==> src/rtl/uart_pkg.sv <==
// Shared UART types and helpers: FSM state encoding, tick divider, frame width.
package uart_pkg;

  localparam int UART_DATA_BITS = 8;

  typedef enum logic [1:0] {
    IDLE  = 2'd0,
    START = 2'd1,
    DATA  = 2'd2,
    STOP  = 2'd3
  } uart_state_e;

  function automatic int tick_div(input int clk_freq, input int baud, input int oversample);
    return clk_freq / (baud * oversample);
  endfunction

endpackage

==> src/rtl/sync_fifo.sv <==
// Show-ahead FIFO: head is always on data_o; push and pop may coincide.
module sync_fifo #(
  parameter int DW    = 8,
  parameter int DEPTH = 16
) (
  input  logic          clk,
  input  logic          rst,
  input  logic          push_i,
  input  logic [DW-1:0] push_data_i,
  input  logic          pop_i,
  output logic [DW-1:0] data_o,
  output logic          empty_o,
  output logic          full_o
);

  localparam int AW = $clog2(DEPTH);
  localparam int CW = AW + 1;

  logic [DW-1:0] mem_q [DEPTH];
  logic [DW-1:0] mem_d [DEPTH];
  logic [AW-1:0] wr_ptr_q, wr_ptr_d, rd_ptr_q, rd_ptr_d;
  logic [CW-1:0] count_q, count_d;
  logic          do_push, do_pop;

  assign empty_o = (count_q == '0);
  assign full_o  = (count_q == CW'(DEPTH));
  assign data_o  = mem_q[rd_ptr_q];

  // A full FIFO still accepts a push when the head leaves in the same cycle.
  assign do_push = push_i & (~full_o | pop_i);
  assign do_pop  = pop_i & ~empty_o;

  always_comb begin
    mem_d    = mem_q;
    wr_ptr_d = wr_ptr_q;
    rd_ptr_d = rd_ptr_q;
    count_d  = count_q;
    if (do_push) begin
      mem_d[wr_ptr_q] = push_data_i;
      wr_ptr_d        = wr_ptr_q + AW'(1);
    end
    if (do_pop) rd_ptr_d = rd_ptr_q + AW'(1);
    unique case ({do_push, do_pop})
      2'b10:   count_d = count_q + CW'(1);
      2'b01:   count_d = count_q - CW'(1);
      default: count_d = count_q;
    endcase
  end

  always_ff @(posedge clk or posedge rst) begin
    if (rst) begin
      mem_q    <= '{default: '0};
      wr_ptr_q <= '0;
      rd_ptr_q <= '0;
      count_q  <= '0;
    end else begin
      mem_q    <= mem_d;
      wr_ptr_q <= wr_ptr_d;
      rd_ptr_q <= rd_ptr_d;
      count_q  <= count_d;
    end
  end

endmodule

==> src/rtl/uart_rx.sv <==
// 8N1 oversampling UART receiver with byte FIFO and error pulses.
// UART_RX_MAJORITY_EN: 2-of-3 vote over ticks MID-2..MID instead of one sample at MID-1.
module uart_rx
  import uart_pkg::*;
#(
  parameter int CLK_FREQ   = 125_000_000,
  parameter int BAUD       = 115_200,
  parameter int OVERSAMPLE = 16,
  parameter int FIFO_DEPTH = 16
) (
  input  logic                      clk,
  input  logic                      rst,
  input  logic                      rx_i,
  input  logic                      rd_en_i,
  output logic [UART_DATA_BITS-1:0] data_o,
  output logic                      fifo_empty_o,
  output logic                      fifo_full_o,
  output logic                      frame_err_o,
  output logic                      overrun_o
);

  localparam int TICK_DIV = tick_div(CLK_FREQ, BAUD, OVERSAMPLE);
  localparam int DIV_W    = $clog2(TICK_DIV + 1);
  localparam int TCK_W    = $clog2(OVERSAMPLE);
  localparam int BIT_W    = $clog2(UART_DATA_BITS);
  localparam int MID      = OVERSAMPLE / 2;

  uart_state_e               state_q, state_d;
  logic                      rx_meta_q, rx_meta_d, rx_sync_q, rx_sync_d, rx_prev_q, rx_prev_d;
  logic [DIV_W-1:0]          div_cnt_q, div_cnt_d;
  logic [TCK_W-1:0]          tick_cnt_q, tick_cnt_d;
  logic [BIT_W-1:0]          bit_idx_q, bit_idx_d;
  logic [UART_DATA_BITS-1:0] shift_q, shift_d;
  logic                      samp_mid_q, samp_mid_d;
  logic                      frame_err_q, frame_err_d, overrun_q, overrun_d;
  logic                      tick, decide, bit_val, push;
`ifdef UART_RX_MAJORITY_EN
  logic                      samp_lo_q, samp_lo_d;
`endif

  assign frame_err_o = frame_err_q;
  assign overrun_o   = overrun_q;

  assign tick   = (state_q != IDLE) && (div_cnt_q == DIV_W'(TICK_DIV - 1));
  assign decide = tick && (tick_cnt_q == TCK_W'(MID));

`ifdef UART_RX_MAJORITY_EN
  assign bit_val = (samp_lo_q & samp_mid_q) | (samp_lo_q & rx_sync_q) | (samp_mid_q & rx_sync_q);
`else
  assign bit_val = samp_mid_q;
`endif

  always_comb begin
    rx_meta_d   = rx_i;
    rx_sync_d   = rx_meta_q;
    rx_prev_d   = rx_sync_q;
    state_d     = state_q;
    div_cnt_d   = div_cnt_q;
    tick_cnt_d  = tick_cnt_q;
    bit_idx_d   = bit_idx_q;
    shift_d     = shift_q;
    samp_mid_d  = samp_mid_q;
`ifdef UART_RX_MAJORITY_EN
    samp_lo_d   = samp_lo_q;
`endif
    frame_err_d = 1'b0;
    push        = 1'b0;

    // Tick and bit-phase counters run only inside a frame and restart from zero on each start edge.
    if (state_q == IDLE) begin
      div_cnt_d  = '0;
      tick_cnt_d = '0;
    end else begin
      div_cnt_d = tick ? '0 : div_cnt_q + DIV_W'(1);
    end

    if (tick) begin
      tick_cnt_d = (tick_cnt_q == TCK_W'(OVERSAMPLE - 1)) ? '0 : tick_cnt_q + TCK_W'(1);
      if (tick_cnt_q == TCK_W'(MID - 1)) samp_mid_d = rx_sync_q;
`ifdef UART_RX_MAJORITY_EN
      if (tick_cnt_q == TCK_W'(MID - 2)) samp_lo_d = rx_sync_q;
`endif
    end

    // Each decision lands one bit after the previous one, so states advance at decision ticks.
    unique case (state_q)
      IDLE: if (rx_prev_q && !rx_sync_q) state_d = START;
      START: begin
        if (decide) begin
          state_d   = bit_val ? IDLE : DATA;
          bit_idx_d = '0;
        end
      end
      DATA: begin
        if (decide) begin
          shift_d   = {bit_val, shift_q[UART_DATA_BITS-1:1]};
          bit_idx_d = bit_idx_q + BIT_W'(1);
          if (bit_idx_q == BIT_W'(UART_DATA_BITS - 1)) state_d = STOP;
        end
      end
      STOP: begin
        if (decide) begin
          push        = bit_val;
          frame_err_d = ~bit_val;
          state_d     = IDLE;
        end
      end
      default: state_d = IDLE;
    endcase

    overrun_d = push & fifo_full_o & ~rd_en_i;
  end

  always_ff @(posedge clk or posedge rst) begin
    if (rst) begin
      rx_meta_q   <= 1'b1;
      rx_sync_q   <= 1'b1;
      rx_prev_q   <= 1'b1;
      state_q     <= IDLE;
      div_cnt_q   <= '0;
      tick_cnt_q  <= '0;
      bit_idx_q   <= '0;
      shift_q     <= '0;
      samp_mid_q  <= 1'b1;
`ifdef UART_RX_MAJORITY_EN
      samp_lo_q   <= 1'b1;
`endif
      frame_err_q <= 1'b0;
      overrun_q   <= 1'b0;
    end else begin
      rx_meta_q   <= rx_meta_d;
      rx_sync_q   <= rx_sync_d;
      rx_prev_q   <= rx_prev_d;
      state_q     <= state_d;
      div_cnt_q   <= div_cnt_d;
      tick_cnt_q  <= tick_cnt_d;
      bit_idx_q   <= bit_idx_d;
      shift_q     <= shift_d;
      samp_mid_q  <= samp_mid_d;
`ifdef UART_RX_MAJORITY_EN
      samp_lo_q   <= samp_lo_d;
`endif
      frame_err_q <= frame_err_d;
      overrun_q   <= overrun_d;
    end
  end

  sync_fifo #(
    .DW   (UART_DATA_BITS),
    .DEPTH(FIFO_DEPTH)
  ) u_fifo (
    .clk        (clk),
    .rst        (rst),
    .push_i     (push),
    .push_data_i(shift_q),
    .pop_i      (rd_en_i),
    .data_o     (data_o),
    .empty_o    (fifo_empty_o),
    .full_o     (fifo_full_o)
  );

endmodule

==> config.mk <==
export PLATFORM = sky130hd
export DESIGN_NAME = uart_rx
export DESIGN_NICKNAME = d
export VERILOG_FILES = /design/src/rtl/uart_pkg.sv /design/src/rtl/sync_fifo.sv /design/src/rtl/uart_rx.sv
export SDC_FILE = /design/constraint.sdc
export NUM_CORES = 1
export LEC_CHECK = 0
export ABC_CLOCK_PERIOD_IN_PS = 12100
export CAP_MARGIN = 30
export CORE_MARGIN = 1.5
export CORE_UTILIZATION = 55
export CTS_CLUSTER_SIZE = 8
export DETAILED_ROUTE_END_ITERATION = 8
export PLACE_DENSITY = 0.83
export SLEW_MARGIN = 30
export SYNTH_ARGS = -nofsm -noshare
export SYNTH_HDL_FRONTEND = slang
export SYNTH_HIERARCHICAL = 1
export SYNTH_SLANG_ARGS = --single-unit
==> constraint.sdc <==
create_clock -name clk -period 12.1 [get_ports clk]
set_input_delay 3.025 -clock clk [delete_from_list [all_inputs] [get_ports clk]]
set_output_delay 3.025 -clock clk [all_outputs]
set_load 0.01 [all_outputs]
==> results of run 1 <==
-- cell usage after synthesis (2+ instances only) --
cell type / instances
nand2b_1: 6
nand3_1: 8
a41oi_1: 2
xnor2_1: 6
buf_2: 5
mux2_1: 2
and2_1: 2
mux4_2: 16
a22oi_1: 8
and4b_1: 3
nor4_1: 2
a221oi_1: 8
or3_1: 2
mux2i_1: 24
clkbuf_1: 20
nor2_1: 14
xor2_1: 8
a21oi_1: 17
buf_1: 5
and3b_1: 2
dfrtp_1: 167
nor3b_1: 3
buf_4: 2
nand2_1: 22
dfstp_2: 4
or4_1: 3
nor3_2: 16
mux2_2: 146
inv_1: 17
o21ai_0: 26
nand4_1: 4
ha_1: 15
nor2b_1: 3
-- state kept, by name, indices dropped and copies added (netlist names), named ones only --
signal           count
tick_cnt_q           4
u_fifo/mem_q       128
state_q              1
rx_prev_d            1
rx_meta_q            1
u_fifo/rd_ptr_q      4
rx_prev_q            1
shift_q              8
bit_val              1
u_fifo/count_q       5
div_cnt_q            7
frame_err_o          1
overrun_o            1
bit_idx_q            3
u_fifo/wr_ptr_q      4
-- cell families after synthesis --
| family | synth area share, % |
|---|---|
| and+or+nand+nor | 7.737 |
| muxes | 27.82 |
| DFF | 52.56 |
| AOI/OAI and AO/OA | 5.220 |
| xor gates and xnor gates | 1.504 |
| adders and majority gates | 2.548 |
| buffers and inverters | 2.610 |
-- layout make-up --
cell class | count | area share, %
Tap cell | 184 | 2.569
Clock buffer | 25 | 5.306
Sequential cell | 171 | 47.82
Timing Repair Buffer | 18 | 1.969
Multi-Input combinational cell | 386 | 40.77
Clock inverter | 7 | 0.7959
Inverter | 17 | 0.7679
-- path summary, 6_finish.rpt --
| kind | slack (ns) | from | to |
|---|---|---|---|
| max | 5.82 | u_fifo/rd_ptr_q[1] | data_o[6] |
| min | 0.36 | rx_meta_q | rx_prev_d |
| max reg2reg | 8.14 | div_cnt_q[3] | u_fifo/count_q[4] |
| min reg2reg | 0.36 | rx_meta_q | rx_prev_d |
| max in group asynchronous | 7.92 | rst | u_fifo/mem_q[85] |
| min in group asynchronous | 3.07 | rst | u_fifo/count_q[2] |
-- layout by cell type, fill, tap and decap left out, types with 6 or more instances in the layout --
| cell type | Yosys | layout |
|---|---|---|
| dfrtp_1 | 167 | 166 |
| a21oi_1 | 17 | 17 |
| nor3_2 | 16 | 16 |
| nor2_1 | 14 | 14 |
| xor2_1 | 8 | 8 |
| mux2_2 | 146 | 146 |
| nand2b_1 | 6 | 6 |
| ha_1 | 15 | 15 |
| nand3_1 | 8 | 8 |
| a221oi_1 | 8 | 8 |
| clkbuf_16 | 0 | 17 |
| o21ai_0 | 26 | 26 |
| clkbuf_1 | 20 | 6 |
| xnor2_1 | 6 | 6 |
| mux2i_1 | 24 | 24 |
| inv_1 | 17 | 15 |
| a22oi_1 | 8 | 8 |
| mux4_2 | 16 | 16 |
| clkdlybuf4s50_1 | 0 | 15 |
| nand2_1 | 22 | 22 |
-- routing by layer --
layer	share of wire (%)	vias to the layer above	global-route usage [%]
li1	-	2227	-
met1	43	2588	31.07
met2	50	116	38.82
met3	5.1	23	4.124
met4	1.7	0	9.533
met5	0	-	0
-- report_power, final --
group / total, mW / switching (mW) / internal [mW]
combinational: 0.347 / 0.190 / 0.157
clock: 0.508 / 0.214 / 0.294
sequential: 0.668 / 0.0671 / 0.600
total: 1.52 / 0.471 / 1.05
-- worst max-delay path, delay by kind of cell, from the launching register on --
| family | cells | cell delay [ns] |
|---|---|---|
| simple gates | 2 | 0.46 |
| buf+inv | 2 | 0.83 |
| flops | 1 | 0.98 |
| compound gates | 2 | 0.55 |
-- per-stage QoR --
stage | setup WS, ns | hold slack [ns]
floorplan | 5.294 | 0.3452
global placement | 5.805 | 0.3468
detailed placement | 5.680 | 0.3484
CTS | 5.853 | 0.3576
global route | 5.618 | 0.3643
finish | 5.817 | 0.3573
==> results_dict.tcl, run 1 <==
set metrics [dict create \
    status "completed" \
    crit_arrival_ns 3.26 \
    relSlewSlack_pct 33.52 \
    drive_above_1_share_pct 35.42 \
    required_ns 9.07 \
    dieWidth_um 124.7 \
    final_cells 808 \
    setup_viol 0 \
    htree_levels 4 \
    die_area_um2 15560 \
    n_fill_cell 1065 \
    maxCapViolCount 0 \
    grt_max_degree 82 \
    wl_per_cell_um 21.01 \
    rows 44 \
    yosys_register_bits 171 \
    period_share_pct 51.92 \
    synthTopCellsByArea "dfrtp_1 (51%), mux2_2 (20%), mux4_2 (4.4%)" \
    grt_pass1_vias 5338 \
    vias_per_cell 6.131 \
    dp_cells 776 \
    fmax_mhz 159.2 \
    yosys_warnings 6 \
    drt_iter0_markers 356 \
    place_area_um2 8411 \
    final_nets 631 \
    post-route-util_pct 61.89 \
    hold_viol 0 \
    irDropWorstVdd_mv 0.1434 \
    timing.setup.tns_ns 0 \
    antenna_found_initial 0 \
    drtPass1Iterations 4 \
    clk_pin_slew_worst_paths_ns 0.06 \
    cts_resized 0 \
    die_h_um 124.7 \
    clockRootBuffer "clkbuf_16" \
    path_max_fanout 21 \
    path_cells "nor2b_1 -> buf_4 -> a221oi_1 -> a22oi_1 -> nand2_1 -> clkdlybuf4s50_1" \
    synth-seq-area-share_pct 52.56 \
    multi_input_area_um2 3654 \
    wl_um 16980 \
    yosysTopAreaCell "dfrtp_1" \
    p_leak_nw 4.165 \
    worst_slew_pin_slew_ns 0.9918 \
    fin_skew_ns 0.008948 \
    slowest_stage "dfrtp_1" \
    hold_class "flop to flop" \
    async_flop_share_pct 100.0 \
    dpl.hpwl_um 10950 \
    tritoncts "built" \
    rsz0062_at_grt "false" \
    ant_nets 0 \
    synth_area_um2 8150 \
    synth_cells 607 \
    grt.total_usage_pct 23.53 \
    ys.flop_type "dfrtp_1" \
    hold_path_depth 0 \
    core_um2 14480 \
    area_growth_pct 9.948 \
    clockBufferDepth 2 \
    fin_crit_ns 6.283 \
    insertedDiodeCount 0 \
    cts_buffers 17 \
    grt-ovfl-total 0 \
    gp_congestion 0.8385 \
    cts_sinks 171 \
    io_buffers 15 \
    power.total_mw 1.522 \
    cellPowerDensity_nw_per_um2 169.8 \
    path_class "flop to primary output" \
    seqCellArea_um2 4285 \
    initial_core_util_pct 56.29 \
    synthesis.nets 627 \
    drc 0 \
    grt_first_pass_wirelength_um 28480 \
    vias 4954 \
    cp-start-kind "flop" \
    synth.distinct_cells 52 \
    yosysTopAreaCellShare_pct 51.27 \
    synth-edff-count 0 \
    cts_setup_buffers 0 \
    endpoint_kind "primary output" \
    critPathMaxStageDelay_ns 0.98 \
    ff2ff_path_depth 11 \
    hold_buffers 0 \
    ioPinCount 16 \
    stdcell_area_um2 8961 \
    slew_violations 0 \
    clk_latency_ns 0.43 \
    synth_area_per_cell_um2 13.43 \
]
No activity file was read; power rests on OpenSTA's default activity.
==> inputs of run 2 (changes only) <==
ABC_CLOCK_PERIOD_IN_PS = 5400   (was 12100)
PLACE_DENSITY = 0.86   (was 0.83)
clock period = 5.4 ns   (was 12.1 ns; I/O delays follow)
==> results_dict.tcl, run 2 (synthesized netlist as in run 1, its figures left out) <==
set metrics [dict create \
    ant_nets 0 \
    grt_pass1_vias 5278 \
    hold_start "rx_meta_q" \
    power_switching_mw 1.059 \
    fin_skew_ns 0.006953 \
    wl_per_cell_um 21.08 \
    endpoint_kind "primary output" \
    grt_first_pass_wirelength_um 28350 \
    area_growth_pct 11.19 \
    cts_setup_buffers 0 \
    pwr-share-comb_pct 23.1 \
    cts_resized 0 \
    timing.setup.tns_ns 0 \
    io_buffers 15 \
    slew_violations 0 \
    clk_latency_ns 0.42 \
    clockBufferDepth 2 \
    r2r-start "div_cnt_q[3]" \
    drt_iter0_markers 286 \
    core_um2 14480 \
    grt_max_degree 87 \
    hold_buffers 0 \
    drc 0 \
    hold_class "flop to flop" \
    cts_sinks 171 \
    hold_viol 0 \
    tritoncts "built" \
    insertedDiodeCount 0 \
    dpl.hpwl_um 11270 \
    fmax_mhz 235.0 \
    die_h_um 124.7 \
    worst_slew_pin_slew_ns 0.9585 \
    status "completed" \
    dieWidth_um 124.7 \
    irDropWorstVdd_mv 0.2911 \
    path_class "flop to primary output" \
    crit_start "u_fifo/rd_ptr_q[0]" \
    p_int_mw 2.447 \
    clkPwrFrac_pct 34.7 \
    grt.total_usage_pct 23.51 \
    fin_crit_ns 4.255 \
    vias 5026 \
    drive_above_1_share_pct 35.99 \
    final_common_cell "dfrtp_1" \
    reg.largest.list "u_fifo/mem_q x128, shift_q x8, div_cnt_q x7" \
    p_seq_share_pct 42.2 \
    required_ns 4.05 \
    relSlewSlack_pct 35.75 \
    cellPowerDensity_nw_per_um2 386.8 \
    rsz0062_at_grt "false" \
    vias_per_cell 6.190 \
    antenna_found_initial 0 \
    regMostFlops "u_fifo/mem_q" \
    power.total_mw 3.506 \
    clockRootBuffer "clkbuf_16" \
    p_leak_nw 4.212 \
    clk_pin_slew_worst_paths_ns 0.06 \
    drtPass1Iterations 4 \
    gp_congestion 0.8154 \
    die_area_um2 15560 \
    final_nets 635 \
    n_fill_cell 1021 \
    maxCapViolCount 0 \
    cp-start-kind "flop" \
    mostFrequentLayoutCells "dfrtp_1 (166), mux2_2 (146), o21ai_0 (26)" \
    rows 44 \
    multi_input_area_um2 3679 \
    period_share_pct 78.80 \
    grt-ovfl-total 0 \
    wl_um 17110 \
    cts_buffers 17 \
    setup_viol 0 \
    seqCellArea_um2 4285 \
    path_max_fanout 18 \
    ioPinCount 16 \
    initial_core_util_pct 56.29 \
    crit_arrival_ns 2.91 \
    largest_reg_flops 128 \
    htree_levels 4 \
    sw_frac_of_total_pct 30.20 \
]
==> run 2: cell count changes in the layout (fill, tap and decap cells not counted), sizes merged <==
cell | before | now
clkinvlp | 3 | 2
clkbuf | 25 | 27
clkinv | 3 | 1
bufinv | 1 | 2
buf | 3 | 7
==> run 2: layout make-up <==
type	count	share of cell area, %
Clock buffer	27	5.661
Clock inverter	5	0.9250
Tap cell	184	2.540
Sequential cell	171	47.29
Inverter	17	0.7594
Timing Repair Buffer	22	2.237
Multi-Input combinational cell	386	40.59
==> run 2: path summary, 6_finish.rpt <==
kind / to / cells after the start / slack, ns
max: data_o[3] / 5 / 1.14
min: rx_prev_d / 0 / 0.36
max reg2reg: u_fifo/count_q[4] / 11 / 1.51
min reg2reg: rx_prev_d / 0 / 0.36
max in group asynchronous: u_fifo/mem_q[22] / 3 / 3.00
min in group asynchronous: overrun_o / 2 / 1.46
==> run 2: per-layer routing <==
| layer | global-route usage (%) | up-vias | part of all wire (%) |
|---|---|---|---|
| met5 | 0 | - | 0 |
| met4 | 9.466 | 0 | 3.0 |
| met3 | 6.314 | 31 | 4.7 |
| met2 | 36.20 | 100 | 49 |
| met1 | 31.88 | 2662 | 43 |
| li1 | - | 2233 | - |
==> run 2: worst max-delay path: stages (launching register included) <==
cell and delay (ns):
dfrtp_2 0.68, buf_4 0.42, mux4_2 0.56, a22oi_1 0.22
nand2_1 0.10, clkdlybuf4s50_1 0.49
==> run 2: power groups by stage <==
stage / Combinational [mW] / Clock (mW) / Sequential, mW
5_1_grt: 0.884 / 1.29 / 1.49
3_5_place_dp: 0.809 / 0 / 1.50
2_1_floorplan: 0.601 / 0 / 1.42
4_1_cts: 0.812 / 1.23 / 1.47
6_report: 0.810 / 1.22 / 1.48
3_3_place_gp: 0.780 / 0 / 1.49
==> run 2: through the flow <==
stage / utilization [%] / hold WS [ns] / area, um2 / instances / worst slack [ns]
final: 62.59 / 0.3558 / 9062 / 812 / 1.145
after global routing: 62.59 / 0.3612 / 9062 / 812 / 0.9982
after CTS: 62.42 / 0.3563 / 9037 / 812 / 1.124
after detailed placement: 58.30 / 0.3472 / 8441 / 780 / 0.9827
after global placement: 58.28 / 0.3462 / 8438 / 780 / 1.112
after floorplan: - / 0.3452 / 8150 / 607 / 0.2688
==> inputs of run 3 (changes only) <==
ABC_CLOCK_PERIOD_IN_PS = 4050   (was 5400)
PLACE_DENSITY = 0.83   (was 0.86)
clock period = 4.05 ns   (was 5.4 ns; I/O delays follow)
==> results_dict.tcl, run 3 (synthesized netlist as in run 1, its figures left out) <==
set metrics [dict create \
    status "completed" \
    hold_class "flop to flop" \
    tritoncts "built" \
    p_seq_share_pct 39.3 \
    final_nets 637 \
    rsz0062_at_grt "false" \
    worst_slew_pin_slew_ns 0.9118 \
    n_fill_cell 1024 \
    grt-ovfl-total 0 \
    cts_sinks 171 \
    area_growth_pct 12.54 \
    hold_buffers 0 \
    largest_reg_flops 128 \
    pwr-share-comb_pct 23.0 \
    cts_resized 0 \
    setup_viol 0 \
    grt.total_usage_pct 23.81 \
    fin_skew_ns 0.01501 \
    cts_setup_buffers 0 \
    regMostFlops "u_fifo/mem_q" \
    core_um2 14480 \
    grt_pass1_vias 5474 \
    reg.largest.list "u_fifo/mem_q x128, shift_q x8, div_cnt_q x7" \
    clockRootBuffer "clkbuf_16" \
    drt_iter0_markers 422 \
    path_max_fanout 12 \
    relSlewSlack_pct 38.88 \
    sw_frac_of_total_pct 29.75 \
    hold_viol 0 \
    rows 44 \
    io_buffers 15 \
    dpl.hpwl_um 11050 \
    timing.setup.tns_ns 0 \
    ant_nets 0 \
    vias_per_cell 6.229 \
    cts_buffers 17 \
    die_area_um2 15560 \
    die_h_um 124.7 \
    holdWs_ns 0.3677 \
    p_int_mw 3.465 \
    irDropWorstVdd_mv 0.4118 \
    ff2ff_path_depth 13 \
    htree_levels 4 \
    ioPinCount 16 \
    fmax_mhz 267.1 \
    slew_violations 0 \
    antenna_found_initial 0 \
    fin_ws_ns 0.3064 \
    period_share_pct 92.43 \
    drive_above_1_share_pct 36.98 \
    hold_path_depth 0 \
    endpoint_kind "primary output" \
    dieWidth_um 124.7 \
    power_switching_mw 1.467 \
    drc 0 \
    path_class "flop to primary output" \
    fin_crit_ns 3.744 \
    wl_per_cell_um 21.09 \
    insertedDiodeCount 0 \
    grt_max_degree 82 \
    gp_congestion 0.8943 \
    clk_pin_slew_worst_paths_ns 0.07 \
    final_common_cell "dfrtp_1" \
    maxCapViolCount 0 \
    vias 5070 \
    place_ws_ns 0.2619 \
    mostFrequentLayoutCells "dfrtp_1 (166), mux2_2 (146), o21ai_0 (26)" \
    grt_first_pass_wirelength_um 28740 \
    p_leak_nw 4.261 \
    clkPwrFrac_pct 37.7 \
    cp-start-kind "flop" \
    wl_um 17170 \
    crit_arrival_ns 2.73 \
    initial_core_util_pct 56.29 \
    clockBufferDepth 2 \
    clk_latency_ns 0.44 \
    required_ns 3.04 \
    cellPowerDensity_nw_per_um2 537.7 \
    drtPass1Iterations 5 \
]
==> run 3: changes by cell type in the layout (fill, tap and decap cells not counted), sizes merged <==
cell / change
clkinvlp: +3
bufinv: +4
clkbuf: -9
clkinv: +1
buf: +2
inv: +1
==> run 3: layout make-up <==
cell class	count	area, um2	area share, %
clock buffer	18	439.2	4.788
clock inverter	14	241.5	2.633
inverter	17	67.56	0.7366
multi-input combinational	386	3666	39.97
sequential	171	4285	46.72
tap	184	230.2	2.510
timing repair buffer	24	242.7	2.646
==> run 3: per-stage QoR <==
| stage | util (%) | instances | power, mW | cell area, um2 |
|---|---|---|---|---|
| 2_1_floorplan | - | 607 | 2.695 | 8154 |
| 5_1_grt | 63.35 | 814 | 5.145 | 9173 |
| 6_report | 63.35 | 814 | 4.932 | 9173 |
| 4_1_cts | 63.26 | 814 | 4.944 | 9160 |
| 3_3_place_gp | 58.56 | 782 | 3.037 | 8479 |
| 3_5_place_dp | 58.56 | 782 | 3.083 | 8479 |
==> run 3: metal layers <==
| layer | GRT usage, % | wire (um) | vias to the layer above |
|---|---|---|---|
| met5 | 0 | 0 | - |
| met4 | 9.466 | 443 | 0 |
| met3 | 5.756 | 852 | 33 |
| met2 | 38.17 | 8431 | 157 |
| met1 | 31.40 | 7443 | 2638 |
| li1 | - | - | 2242 |
==> run 3: worst paths after layout <==
check / slack [ns] / from / endpoint
worst max register to register: 0.55 / div_cnt_q[0] / u_fifo/count_q[4]
min in group asynchronous: 1.01 / rst / u_fifo/count_q[4]
worst min register to register: 0.37 / rx_meta_q / rx_prev_d
max in group asynchronous: 2.14 / rst / u_fifo/mem_q[92]
worst max-delay path: 0.31 / u_fifo/rd_ptr_q[2] / data_o[3]
worst min-delay path: 0.37 / rx_meta_q / rx_prev_d
==> run 3: power groups by stage <==
stage          combinational, mW  clock, mW  sequential, mW
2_1_floorplan              0.802          0            1.89
3_3_place_gp                1.08          0            1.95
3_5_place_dp                1.12          0            1.97
4_1_cts                     1.13       1.88            1.93
5_1_grt                     1.24       1.95            1.95
6_report                    1.14       1.86            1.94
==> run 3: worst max-delay path, cell delays in order (launching register included) <==
cell and delay (ns):
dfrtp_1 0.61, nor2b_1 0.42, buf_4 0.29, a21oi_1 0.17, o21ai_0 0.20, nand2_1 0.09
clkdlybuf4s50_1 0.50
